### config.mk
export PLATFORM = sky130hd
export DESIGN_NAME = systolic_feeder
export DESIGN_NICKNAME = d
export VERILOG_FILES = /design/src/rtl/systolic_pkg.sv /design/src/rtl/matrix_buffer.sv /design/src/rtl/systolic_feeder.sv
export SDC_FILE = /design/constraint.sdc
export NUM_CORES = 2
export LEC_CHECK = 0
export BUFFER_PORTS_ARGS = -buffer_cell sky130_fd_sc_hd__buf_2
export CORE_ASPECT_RATIO = 1.75
export CORE_MARGIN = 1.5
export CORE_UTILIZATION = 55
export DETAILED_ROUTE_END_ITERATION = 16
export PLACE_DENSITY = 0.82
export SLEW_MARGIN = 10
export SYNTH_ARGS = -nofsm -noshare
export SYNTH_HDL_FRONTEND = slang
export SYNTH_SLANG_ARGS = --single-unit
### constraint.sdc
create_clock -name clk -period 4.5 [get_ports clk]
set_input_delay 0.45 -clock clk [delete_from_list [all_inputs] [get_ports clk]]
set_output_delay 0.45 -clock clk [all_outputs]
set_load 0.01 [all_outputs]
### src/rtl/systolic_pkg.sv
// systolic_pkg: shared defaults, FSM encoding and width helpers for the systolic feeder.
package systolic_pkg;
  localparam int N_DEF = 32;
  localparam int K_DEF = 4;
  localparam int LANE_W = N_DEF;
  typedef enum logic [1:0] {IDLE, STREAM, DRAIN, DONE} state_e;
  // Holds t up to 2K-2 and the lane offsets t-i without wrap.
  function automatic int cnt_w(input int k);
    return $clog2(k) + 2;
  endfunction
endpackage

### src/rtl/matrix_buffer.sv
// matrix_buffer: KxK word register array, one write port, full parallel read, async active-low clear.
module matrix_buffer #(
  parameter int N  = 32,
  parameter int K  = 4,
  parameter int IW = $clog2(K)
) (
  input  logic              clk,
  input  logic              clr,
  input  logic              we_i,
  input  logic [IW-1:0]     row_i,
  input  logic [IW-1:0]     col_i,
  input  logic [N-1:0]      data_i,
  output logic [K*K*N-1:0]  rd_o
);
  logic [N-1:0] mem_q [K][K];
  always_ff @(posedge clk or negedge clr)
    if (!clr) begin
      for (int r = 0; r < K; r++)
        for (int c = 0; c < K; c++)
          mem_q[r][c] <= '0;
    end else if (we_i) begin
      mem_q[row_i][col_i] <= data_i;
    end
  always_comb
    for (int r = 0; r < K; r++)
      for (int c = 0; c < K; c++)
        rd_o[(r*K+c)*N +: N] = mem_q[r][c];
endmodule

### src/rtl/systolic_feeder.sv
// systolic_feeder: buffers operand matrices A and B and streams them diagonally skewed
// into the PE grid, then drains for K cycles and pulses done.
module systolic_feeder
  import systolic_pkg::*;
#(
  parameter int N  = LANE_W,
  parameter int K  = K_DEF,
  parameter int IW = $clog2(K)
) (
  input  logic            clk,
  input  logic            clr,
  input  logic            wr_en,
  input  logic            wr_sel,
  input  logic [IW-1:0]   wr_row,
  input  logic [IW-1:0]   wr_col,
  input  logic [N-1:0]    wr_data,
  input  logic            start,
  output logic [K*N-1:0]  a_out,
  output logic [K-1:0]    a_vld,
  output logic [K*N-1:0]  b_out,
  output logic [K-1:0]    b_vld,
  output logic            busy,
  output logic            done
);
  localparam int CW = cnt_w(K);
  localparam logic [CW-1:0] T_LAST = CW'(2*K-2);
  localparam logic [CW-1:0] D_LAST = CW'(K-1);
  state_e            state_q;
  logic [CW-1:0]     t_q, tn, k;
  logic [K*K*N-1:0]  a_rd, b_rd;
  logic [K*N-1:0]    a_lane, b_lane;
  logic [K-1:0]      v;
  logic              idle, feed, we;
  assign idle = state_q == IDLE;
  assign we   = wr_en && idle && !start;
  assign feed = (idle && start) || (state_q == STREAM && t_q != T_LAST);
  matrix_buffer #(.N(N), .K(K), .IW(IW)) u_a (
    .clk(clk), .clr(clr), .we_i(we && !wr_sel), .row_i(wr_row), .col_i(wr_col),
    .data_i(wr_data), .rd_o(a_rd)
  );
  matrix_buffer #(.N(N), .K(K), .IW(IW)) u_b (
    .clk(clk), .clr(clr), .we_i(we && wr_sel), .row_i(wr_row), .col_i(wr_col),
    .data_i(wr_data), .rd_o(b_rd)
  );
  // Lane values for the t presented next cycle; lane i is live while 0 <= t-i <= K-1.
  always_comb begin
    tn = idle ? '0 : t_q + 1'b1;
    k = '0;
    v = '0;
    a_lane = '0;
    b_lane = '0;
    for (int i = 0; i < K; i++) begin
      k = tn - CW'(i);
      v[i] = tn >= CW'(i) && k < CW'(K);
      a_lane[i*N +: N] = v[i] ? a_rd[(i*K + int'(k[IW-1:0]))*N +: N] : '0;
      b_lane[i*N +: N] = v[i] ? b_rd[(int'(k[IW-1:0])*K + i)*N +: N] : '0;
    end
  end
  always_ff @(posedge clk or negedge clr)
    if (!clr) begin
      state_q <= IDLE;
      t_q     <= '0;
      a_out   <= '0;
      b_out   <= '0;
      a_vld   <= '0;
      b_vld   <= '0;
      busy    <= 1'b0;
      done    <= 1'b0;
    end else begin
      a_out <= feed ? a_lane : '0;
      b_out <= feed ? b_lane : '0;
      a_vld <= feed ? v : '0;
      b_vld <= feed ? v : '0;
      case (state_q)
        IDLE: if (start) begin
          state_q <= STREAM;
          t_q     <= '0;
          busy    <= 1'b1;
        end
        STREAM: if (t_q == T_LAST) begin
          state_q <= DRAIN;
          t_q     <= '0;
        end else t_q <= t_q + 1'b1;
        DRAIN: if (t_q == D_LAST) begin
          state_q <= DONE;
          busy    <= 1'b0;
          done    <= 1'b1;
        end else t_q <= t_q + 1'b1;
        default: begin
          state_q <= IDLE;
          t_q     <= '0;
          done    <= 1'b0;
        end
      endcase
    end
endmodule

# Yosys cells after proc, flatten, opt, wreduce, memory -nomap -nowiden
# Cells that the tools add are included.
# op_classes
addsub	10
n_div	0
order_cmp	12
n_mux	31
bitwise	3
n_shift	8
n_reduce_logical	22
n_eq_ne	9
mul	0
# op_table
cell	n
$shiftx 512x11->32	5
$bwmux 512	2
$shiftx 512x10->32	2
$shiftx 512x8->32	1
$mux 128	3
$mux 32	9
$demux 128 s2	1
$demux 32 s2	1
$mux 4	5
$lt 4x3->1 const B	4
$logic_and 1x1->1	12
$pmux 4 s3	1
$add 4x2->5 const A	2
$add 4x2->5 const B	2
$ge 4x1->1 const B	2
$ge 4x2->1 const B	2
$sub 4x2->4 const B	2
$ge 3x3->1 const B	2
$lt 3x1->1 const B	2
$mux 2	3
$ne 2x2->1 const B	3
$not 2->3	2
$pmux 2 s3	1
$reduce_and 3->1	2
other kinds (19)	24
# totals
n_memories	0
out_inout_bits	266
reg_bits	1292
mem_bits_ro	0
latch_bits	0
word_cells	134
ram_bits	0

# Depth between registers and ports, before layout
# logic_depth
word_depth	8
mapped_depth	17
mapped_depth_nobuf	9

# Modules after synthesis
# From an unflattened synthesis, not the netlist that was laid out.
# hier_totals
hier_cells	3672
area_unflattened_um2	53935.5
# modules_own_cells
mod	seq_area_each_um2	area_per_inst_um2	n_inst	cells_per_inst
matrix_buffer	12812.3	19100.8	2	1133
systolic_feeder	6706.4	15733.8	1	1406

# Worst setup path before layout
# No wires, ideal clock.
# synth_timing
path_kind	reg2reg
start	register t_q[0]
end	register a_out[119]
path_slack_ns	0.803
n_path_buf	8
t_arrival_ns	3.564
path_stages_with_launch	16
path_cell_list	dfrtp_1 buf_2 buf_2 buf_2 clkbuf_1 inv_1 ha_1 nor2_1 inv_1 clkbuf_1 clkbuf_1 ha_1 clkbuf_1 clkbuf_1 mux4_2 nor2b_1
# synth_via
elab_chain_len	7
word_cells_on_any_way	13
# synth_rtl
element	line	rtl
start: declaration	systolic_feeder.sv:29	logic [CW-1:0] t_q, tn, k;
start signal: assignment	systolic_feeder.sv:83	end else t_q <= t_q + 1'b1;
start signal: assignment	systolic_feeder.sv:88	end else t_q <= t_q + 1'b1;
$add 4x1->4	systolic_feeder.sv:47	tn = idle ? '0 : t_q + 1'b1;
$mux 4	systolic_feeder.sv:47	
$sub 4x2->4	systolic_feeder.sv:53	k = tn - CW'(i);
$add 4x2->5 or $lt 4x3->1 (tied branches)	systolic_feeder.sv:55, systolic_feeder.sv:54	
$shiftx 512x11->32 or $logic_and 1x1->1 (tied branches)	systolic_feeder.sv:55, systolic_feeder.sv:54	
$mux 32	systolic_feeder.sv:55	a_lane[i*N +: N] = v[i] ? a_rd[(i*K + int'(k[IW-1:0]))*N +: N] : '0;
$mux 128 (*)	systolic_feeder.sv:70	a_out <= feed ? a_lane : '0;
end signal: assignment	systolic_feeder.sv:70	
end: declaration	systolic_feeder.sv:18	output logic [K*N-1:0] a_out,
# Mark *: on every way between the ends. The rest lies on a longest branch, timed or not.
# A chain may end at the register's enable or synchronous reset.

# Worst setup path after layout
# layout_timing
start	register state_q[0]
end	register b_out[53]
# layout_via
elab_chain_len	7
word_cells_on_any_way	14
# layout_rtl
element	line	rtl
start: declaration	systolic_feeder.sv:28	state_e state_q;
start signal: assignment	systolic_feeder.sv:61	state_q <= IDLE;
start signal: assignment	systolic_feeder.sv:76	state_q <= STREAM;
start signal: assignment	systolic_feeder.sv:81	state_q <= DRAIN;
$logic_not 2->1	systolic_feeder.sv:34	assign idle = state_q == IDLE;
$mux 4	systolic_feeder.sv:47	
$sub 4x1->4	systolic_feeder.sv:53	
$add 4x1->5 or $lt 4x3->1 (tied branches)	systolic_feeder.sv:56, systolic_feeder.sv:54	
$shiftx 512x11->32 or $logic_and 1x1->1 (tied branches)	systolic_feeder.sv:56, systolic_feeder.sv:54	
$mux 32	systolic_feeder.sv:56	b_lane[i*N +: N] = v[i] ? b_rd[(int'(k[IW-1:0])*K + i)*N +: N] : '0;
$mux 128 (*)	systolic_feeder.sv:71	b_out <= feed ? b_lane : '0;
end signal: assignment	systolic_feeder.sv:71	
end: declaration	systolic_feeder.sv:20	output logic [K*N-1:0] b_out,
# Marked as above.

==> metrics.txt <==
# TYPE chip_impl_metric gauge
chip_impl_info{name="run_status",value="complete, no violations"} 1
chip_impl_metric{name="placement_rows",unit=""} 151
chip_impl_metric{name="cts_hold_buffers",unit=""} 1
chip_impl_metric{name="cellInternalPower",unit="mW"} 21.3
chip_impl_metric{name="cts_htree_levels",unit=""} 3
chip_impl_metric{name="worst_clock_skew",unit="ns"} 0.0238
chip_impl_metric{name="drcViolationCount",unit=""} 0
chip_impl_metric{name="switching_power",unit="mW"} 9.52
chip_impl_metric{name="finalWorstSetupSlack",unit="ns"} 1.23
chip_impl_metric{name="starting_utilization_of_the_core_area",unit=""} 0.556
chip_impl_metric{name="dpl_worst_slack",unit="ns"} 1.25
chip_impl_metric{name="dieHeight",unit="um"} 417
chip_impl_info{name="tritoncts",value="yes"} 1
chip_impl_metric{name="max_cap_viol_count",unit=""} 0
chip_impl_info{name="crit-reg2reg-launch",value="state_q[0]$_DFFE_PN0P_"} 1
chip_impl_metric{name="worstMarginPinSlew",unit="ns"} 1.14
chip_impl_metric{name="finalWirelength",unit="um"} 130000
chip_impl_metric{name="pin_count_of_the_biggest_net_entering_global_routing",unit=""} 193
chip_impl_metric{name="timing.reg2reg.worst_path_depth",unit=""} 9
chip_impl_info{name="grt_busiest_layer",value="met2"} 1
chip_impl_metric{name="synth.ff_latch_count",unit=""} 1292
chip_impl_metric{name="first_pass_grt_wire_length",unit="um"} 203000
chip_impl_metric{name="overflow",unit=""} 0
chip_impl_metric{name="power.share.clock",unit=""} 0.327
chip_impl_metric{name="multi_input_comb_area",unit="mm^2"} 0.0202
chip_impl_metric{name="antenna_found_initial",unit=""} 7
chip_impl_info{name="sequence_of_cells_on_the_critical_path",value="inv_1, ha_1, or2_4, buf_4, o21ai_0, o211ai_1, o22a_4, buf_4, nor2b_1"} 1
chip_impl_metric{name="synthToLayoutAreaGrowth",unit="%"} 12.0
chip_impl_metric{name="instances_no_fill",unit=""} 5235
chip_impl_metric{name="ys.warnings.count",unit=""} 0
chip_impl_info{name="critPathTopFamily",value="buffers and inverters"} 1
chip_impl_metric{name="max_freq",unit="MHz"} 306
chip_impl_metric{name="detail_route.wl_per_cell",unit="um"} 24.9
chip_impl_metric{name="worstSkewPairLatency",unit="ns"} 0.73
chip_impl_metric{name="dp.final_hpwl",unit="um"} 77900
chip_impl_metric{name="globalRouteMet3Util",unit=""} 0.0407
chip_impl_metric{name="path_clk_slew",unit="ns"} 0.07
chip_impl_metric{name="routed_via_density",unit=""} 5.98
chip_impl_info{name="critPathKind",value="flip-flop to flip-flop"} 1
chip_impl_info{name="worst_hold_path_class",value="input port to asynchronous set/reset pin"} 1
chip_impl_metric{name="highest_fanout_seen_on_the_critical_path",unit=""} 44
chip_impl_metric{name="leakagePower",unit="nW"} 29.7
chip_impl_metric{name="post_synth.cell_area_avg",unit="um^2"} 14.6
chip_impl_metric{name="worst_hold_slack",unit="ns"} 0.229
chip_impl_metric{name="power.density",unit="mW/mm^2"} 511
chip_impl_metric{name="required",unit="ns"} 5.10
chip_impl_metric{name="cp.buffers_inverters",unit=""} 3
chip_impl_info{name="rsz0062_at_grt",value="no"} 1
chip_impl_metric{name="ys_async_sr_fraction",unit=""} 1.00
chip_impl_metric{name="setup-violations-final",unit=""} 0
chip_impl_info{name="path_common_cell",value="sky130_fd_sc_hd__buf_4"} 1
chip_impl_metric{name="grt_pass1_vias",unit=""} 33500
chip_impl_metric{name="io_buffer_count",unit=""} 306
chip_impl_info{name="worst_setup_path_startpoint",value="state_q[0]$_DFFE_PN0P_"} 1
chip_impl_metric{name="num-nets-final",unit=""} 3888
chip_impl_metric{name="first_iter_violations",unit=""} 1918
chip_impl_metric{name="route.vias.total",unit=""} 31300
chip_impl_metric{name="cts-resized-gates",unit=""} 0
chip_impl_metric{name="r2r_setup_slack",unit="ns"} 1.23
chip_impl_metric{name="fin_total_pwr",unit="mW"} 30.8
chip_impl_metric{name="count_of_filler_cells_inserted_in_the_layout",unit=""} 7025
chip_impl_metric{name="synthesis.nets",unit=""} 3739
chip_impl_metric{name="cts-buffers-inserted",unit=""} 113
chip_impl_metric{name="globalRouteMet2Util",unit=""} 0.447
chip_impl_metric{name="layout_worst_path_cycle_share",unit=""} 0.727
chip_impl_metric{name="ys_types",unit=""} 50
chip_impl_metric{name="layout-drive-gt1-share",unit=""} 0.440
chip_impl_metric{name="cell_total_after_placement",unit=""} 5022
chip_impl_metric{name="finalCriticalPeriod",unit="ns"} 3.27
chip_impl_info{name="top_flip_flop_cell_by_instance_count_after_synthesis",value="sky130_fd_sc_hd__dfrtp_1"} 1
chip_impl_metric{name="global_route_usage_sum",unit=""} 0.268
chip_impl_info{name="worst_setup_path_start_kind",value="flip-flop"} 1
chip_impl_metric{name="syn_area",unit="mm^2"} 0.0539
chip_impl_metric{name="ant_nets",unit=""} 0
chip_impl_metric{name="slew_violations",unit=""} 0
chip_impl_metric{name="drt_pre_antenna_iters",unit=""} 5
chip_impl_metric{name="critPathArrivalTime",unit="ns"} 3.86
chip_impl_metric{name="postCtsSetupRepairBufs",unit=""} 0
chip_impl_metric{name="critical_path_s_largest_stage_delay",unit="ns"} 0.67
chip_impl_info{name="crit_end",value="b_out[53]$_DFF_PN0_"} 1
chip_impl_metric{name="finalWeightedCongestion",unit=""} 0.838
chip_impl_metric{name="swShare",unit=""} 0.309
chip_impl_metric{name="final-seq-area",unit="mm^2"} 0.0323
chip_impl_metric{name="netlist_instances",unit=""} 3689
chip_impl_metric{name="pwr-share-seq",unit=""} 0.438
chip_impl_metric{name="final-hold-violation-count",unit=""} 0
chip_impl_metric{name="clkSinkCount",unit=""} 1292
chip_impl_metric{name="yosysSeqAreaShare",unit=""} 0.600
chip_impl_metric{name="p_comb_frac",unit=""} 0.235
chip_impl_metric{name="ir_worst_vdd",unit="uV"} 664
chip_impl_info{name="critPathCaptureType",value="flip-flop"} 1
chip_impl_metric{name="final.setup.tns",unit="ns"} 0
chip_impl_metric{name="max-slew-margin-rel",unit=""} 0.238
chip_impl_metric{name="critical_path_depth",unit=""} 9
chip_impl_info{name="r2r-end",value="b_out[53]$_DFF_PN0_"} 1
chip_impl_metric{name="number_of_synthesized_flops_with_an_enable_pin",unit=""} 0
chip_impl_metric{name="clk_path_buf_depth",unit=""} 3
chip_impl_info{name="cts-root-buf",value="sky130_fd_sc_hd__clkbuf_16"} 1
chip_impl_info{name="crit_path_top_delay_cell",value="sky130_fd_sc_hd__o22a_4"} 1
chip_impl_metric{name="core_area",unit="mm^2"} 0.0969
chip_impl_metric{name="io-pin-count",unit=""} 307
chip_impl_metric{name="use_met1",unit=""} 0.348
chip_impl_metric{name="die_x",unit="um"} 240
chip_impl_metric{name="die-area",unit="mm^2"} 0.0999
==> cells by family after synthesis <==
logic type                 after synthesis  synth area share
and+or+nand+nor                        595            0.0557
DFF                                   1292             0.600
adders and majority gates                9           0.00209
xor gates and xnor gates                 1          0.000163
muxes                                 1218             0.282
AOI/OAI and AO/OA                      223            0.0319
buffers and inverters                  351            0.0282
==> state kept, by name, summed over array words and instances (netlist names) <==
| name | count |
|---|---|
| a_out | 128 |
| b_out | 128 |
| u_a.rd_o | 512 |
| u_b.rd_o | 512 |
| b_vld | 4 |
| state_q | 2 |
| done | 1 |
| t_q | 4 |
| busy | 1 |
==> metrics by stage <==
stage / util / cell area (um^2)
floorplan: - / 53900
global placement: 0.583 / 56500
detailed placement: 0.583 / 56500
CTS: 0.623 / 60400
global route: 0.623 / 60400
finish: 0.623 / 60400
==> synth_stat cells (30+ instances only) <==
| cell type | count | area, um^2 |
|---|---|---|
| sky130_fd_sc_hd__dfrtp_1 | 1292 | 32300 |
| sky130_fd_sc_hd__mux2_2 | 972 | 10900 |
| sky130_fd_sc_hd__nand2_1 | 279 | 1050 |
| sky130_fd_sc_hd__nor2b_1 | 197 | 1230 |
| sky130_fd_sc_hd__clkbuf_1 | 183 | 687 |
| sky130_fd_sc_hd__a211oi_1 | 128 | 961 |
| sky130_fd_sc_hd__mux4_2 | 128 | 2880 |
| sky130_fd_sc_hd__buf_2 | 87 | 435 |
| sky130_fd_sc_hd__mux2i_1 | 66 | 661 |
| sky130_fd_sc_hd__and3_1 | 65 | 407 |
| sky130_fd_sc_hd__a311oi_1 | 64 | 561 |
| sky130_fd_sc_hd__buf_1 | 50 | 188 |
| sky130_fd_sc_hd__mux2_4 | 30 | 450 |
==> routing by layer <==
layer / wire length, um / vias up
li1: - / 13400
met1: 52500 / 16800
met4: 5740 / 8
met2: 65600 / 864
met3: 6500 / 241
met5: 56 / -
==> power groups by stage <==
stage	combinational, mW	sequential [mW]	clock [mW]
final	7.25	13.5	10.1
after CTS	7.30	13.5	10.2
after global routing	7.77	13.6	10.7
after detailed placement	7.26	13.7	0
after global placement	7.16	13.6	0
after floorplan	4.93	13.6	0
==> worst register-to-register path: stages, from the launching register on <==
cell and delay [ns]:
sky130_fd_sc_hd__dfrtp_1 0.40, sky130_fd_sc_hd__inv_1 0.12, sky130_fd_sc_hd__ha_1 0.33, sky130_fd_sc_hd__or2_4 0.23, sky130_fd_sc_hd__buf_4 0.54, sky130_fd_sc_hd__o21ai_0 0.19, sky130_fd_sc_hd__o211ai_1 0.14, sky130_fd_sc_hd__o22a_4 0.67
sky130_fd_sc_hd__buf_4 0.41, sky130_fd_sc_hd__nor2b_1 0.11
==> layout by cell type, fill, tap and decap left out, types with 9 or more instances in the layout <==
cell | Yosys | layout
sky130_fd_sc_hd__clkbuf_16 | 0 | 113
sky130_fd_sc_hd__mux2_4 | 30 | 30
sky130_fd_sc_hd__buf_4 | 12 | 50
sky130_fd_sc_hd__nor2_4 | 0 | 11
sky130_fd_sc_hd__inv_1 | 11 | 9
sky130_fd_sc_hd__dfrtp_1 | 1292 | 1291
sky130_fd_sc_hd__a211oi_1 | 128 | 128
sky130_fd_sc_hd__a311oi_1 | 64 | 64
sky130_fd_sc_hd__a21oi_1 | 9 | 9
sky130_fd_sc_hd__buf_2 | 87 | 305
sky130_fd_sc_hd__nor2_1 | 22 | 12
sky130_fd_sc_hd__nand2_1 | 279 | 275
sky130_fd_sc_hd__mux2_1 | 22 | 22
sky130_fd_sc_hd__nor2b_1 | 197 | 195
sky130_fd_sc_hd__bufinv_16 | 0 | 9
sky130_fd_sc_hd__mux4_2 | 128 | 128
sky130_fd_sc_hd__clkbuf_1 | 183 | 21
sky130_fd_sc_hd__clkinv_2 | 0 | 25
sky130_fd_sc_hd__and3_1 | 65 | 65
sky130_fd_sc_hd__mux2_2 | 972 | 972
sky130_fd_sc_hd__buf_12 | 0 | 17
sky130_fd_sc_hd__mux2i_1 | 66 | 66
sky130_fd_sc_hd__clkbuf_8 | 0 | 26
==> layout make-up <==
class,instances,area share
repair buffers,373,0.0373
clock buffers,160,0.0541
clock inverters,49,0.00987
multi-input cells,2046,0.335
flip-flops and latches,1292,0.536
diodes,3,0.000124
inverters,12,0.000995
well taps,1300,0.0269
==> worst min-delay path by stage <==
stage                         startpoint                   endpoint  slack, ns  cells after the start
2_1_floorplan                        clr         a_out[0]$_DFF_PN0_       0.15                      0
3_3_place_gp   u_a.rd_o[509]$_DFFE_PN0P_  u_a.rd_o[509]$_DFFE_PN0P_       0.46                      1
3_5_place_dp   u_a.rd_o[508]$_DFFE_PN0P_  u_a.rd_o[508]$_DFFE_PN0P_       0.47                      1
4_1_cts                            start         t_q[2]$_DFFE_PN0P_       0.17                      3
5_1_grt                            start         t_q[2]$_DFFE_PN0P_       0.23                      3
6_report                             clr         b_vld[1]$_DFF_PN0_       0.23                      2
Power figures use the tool's default switching activity.
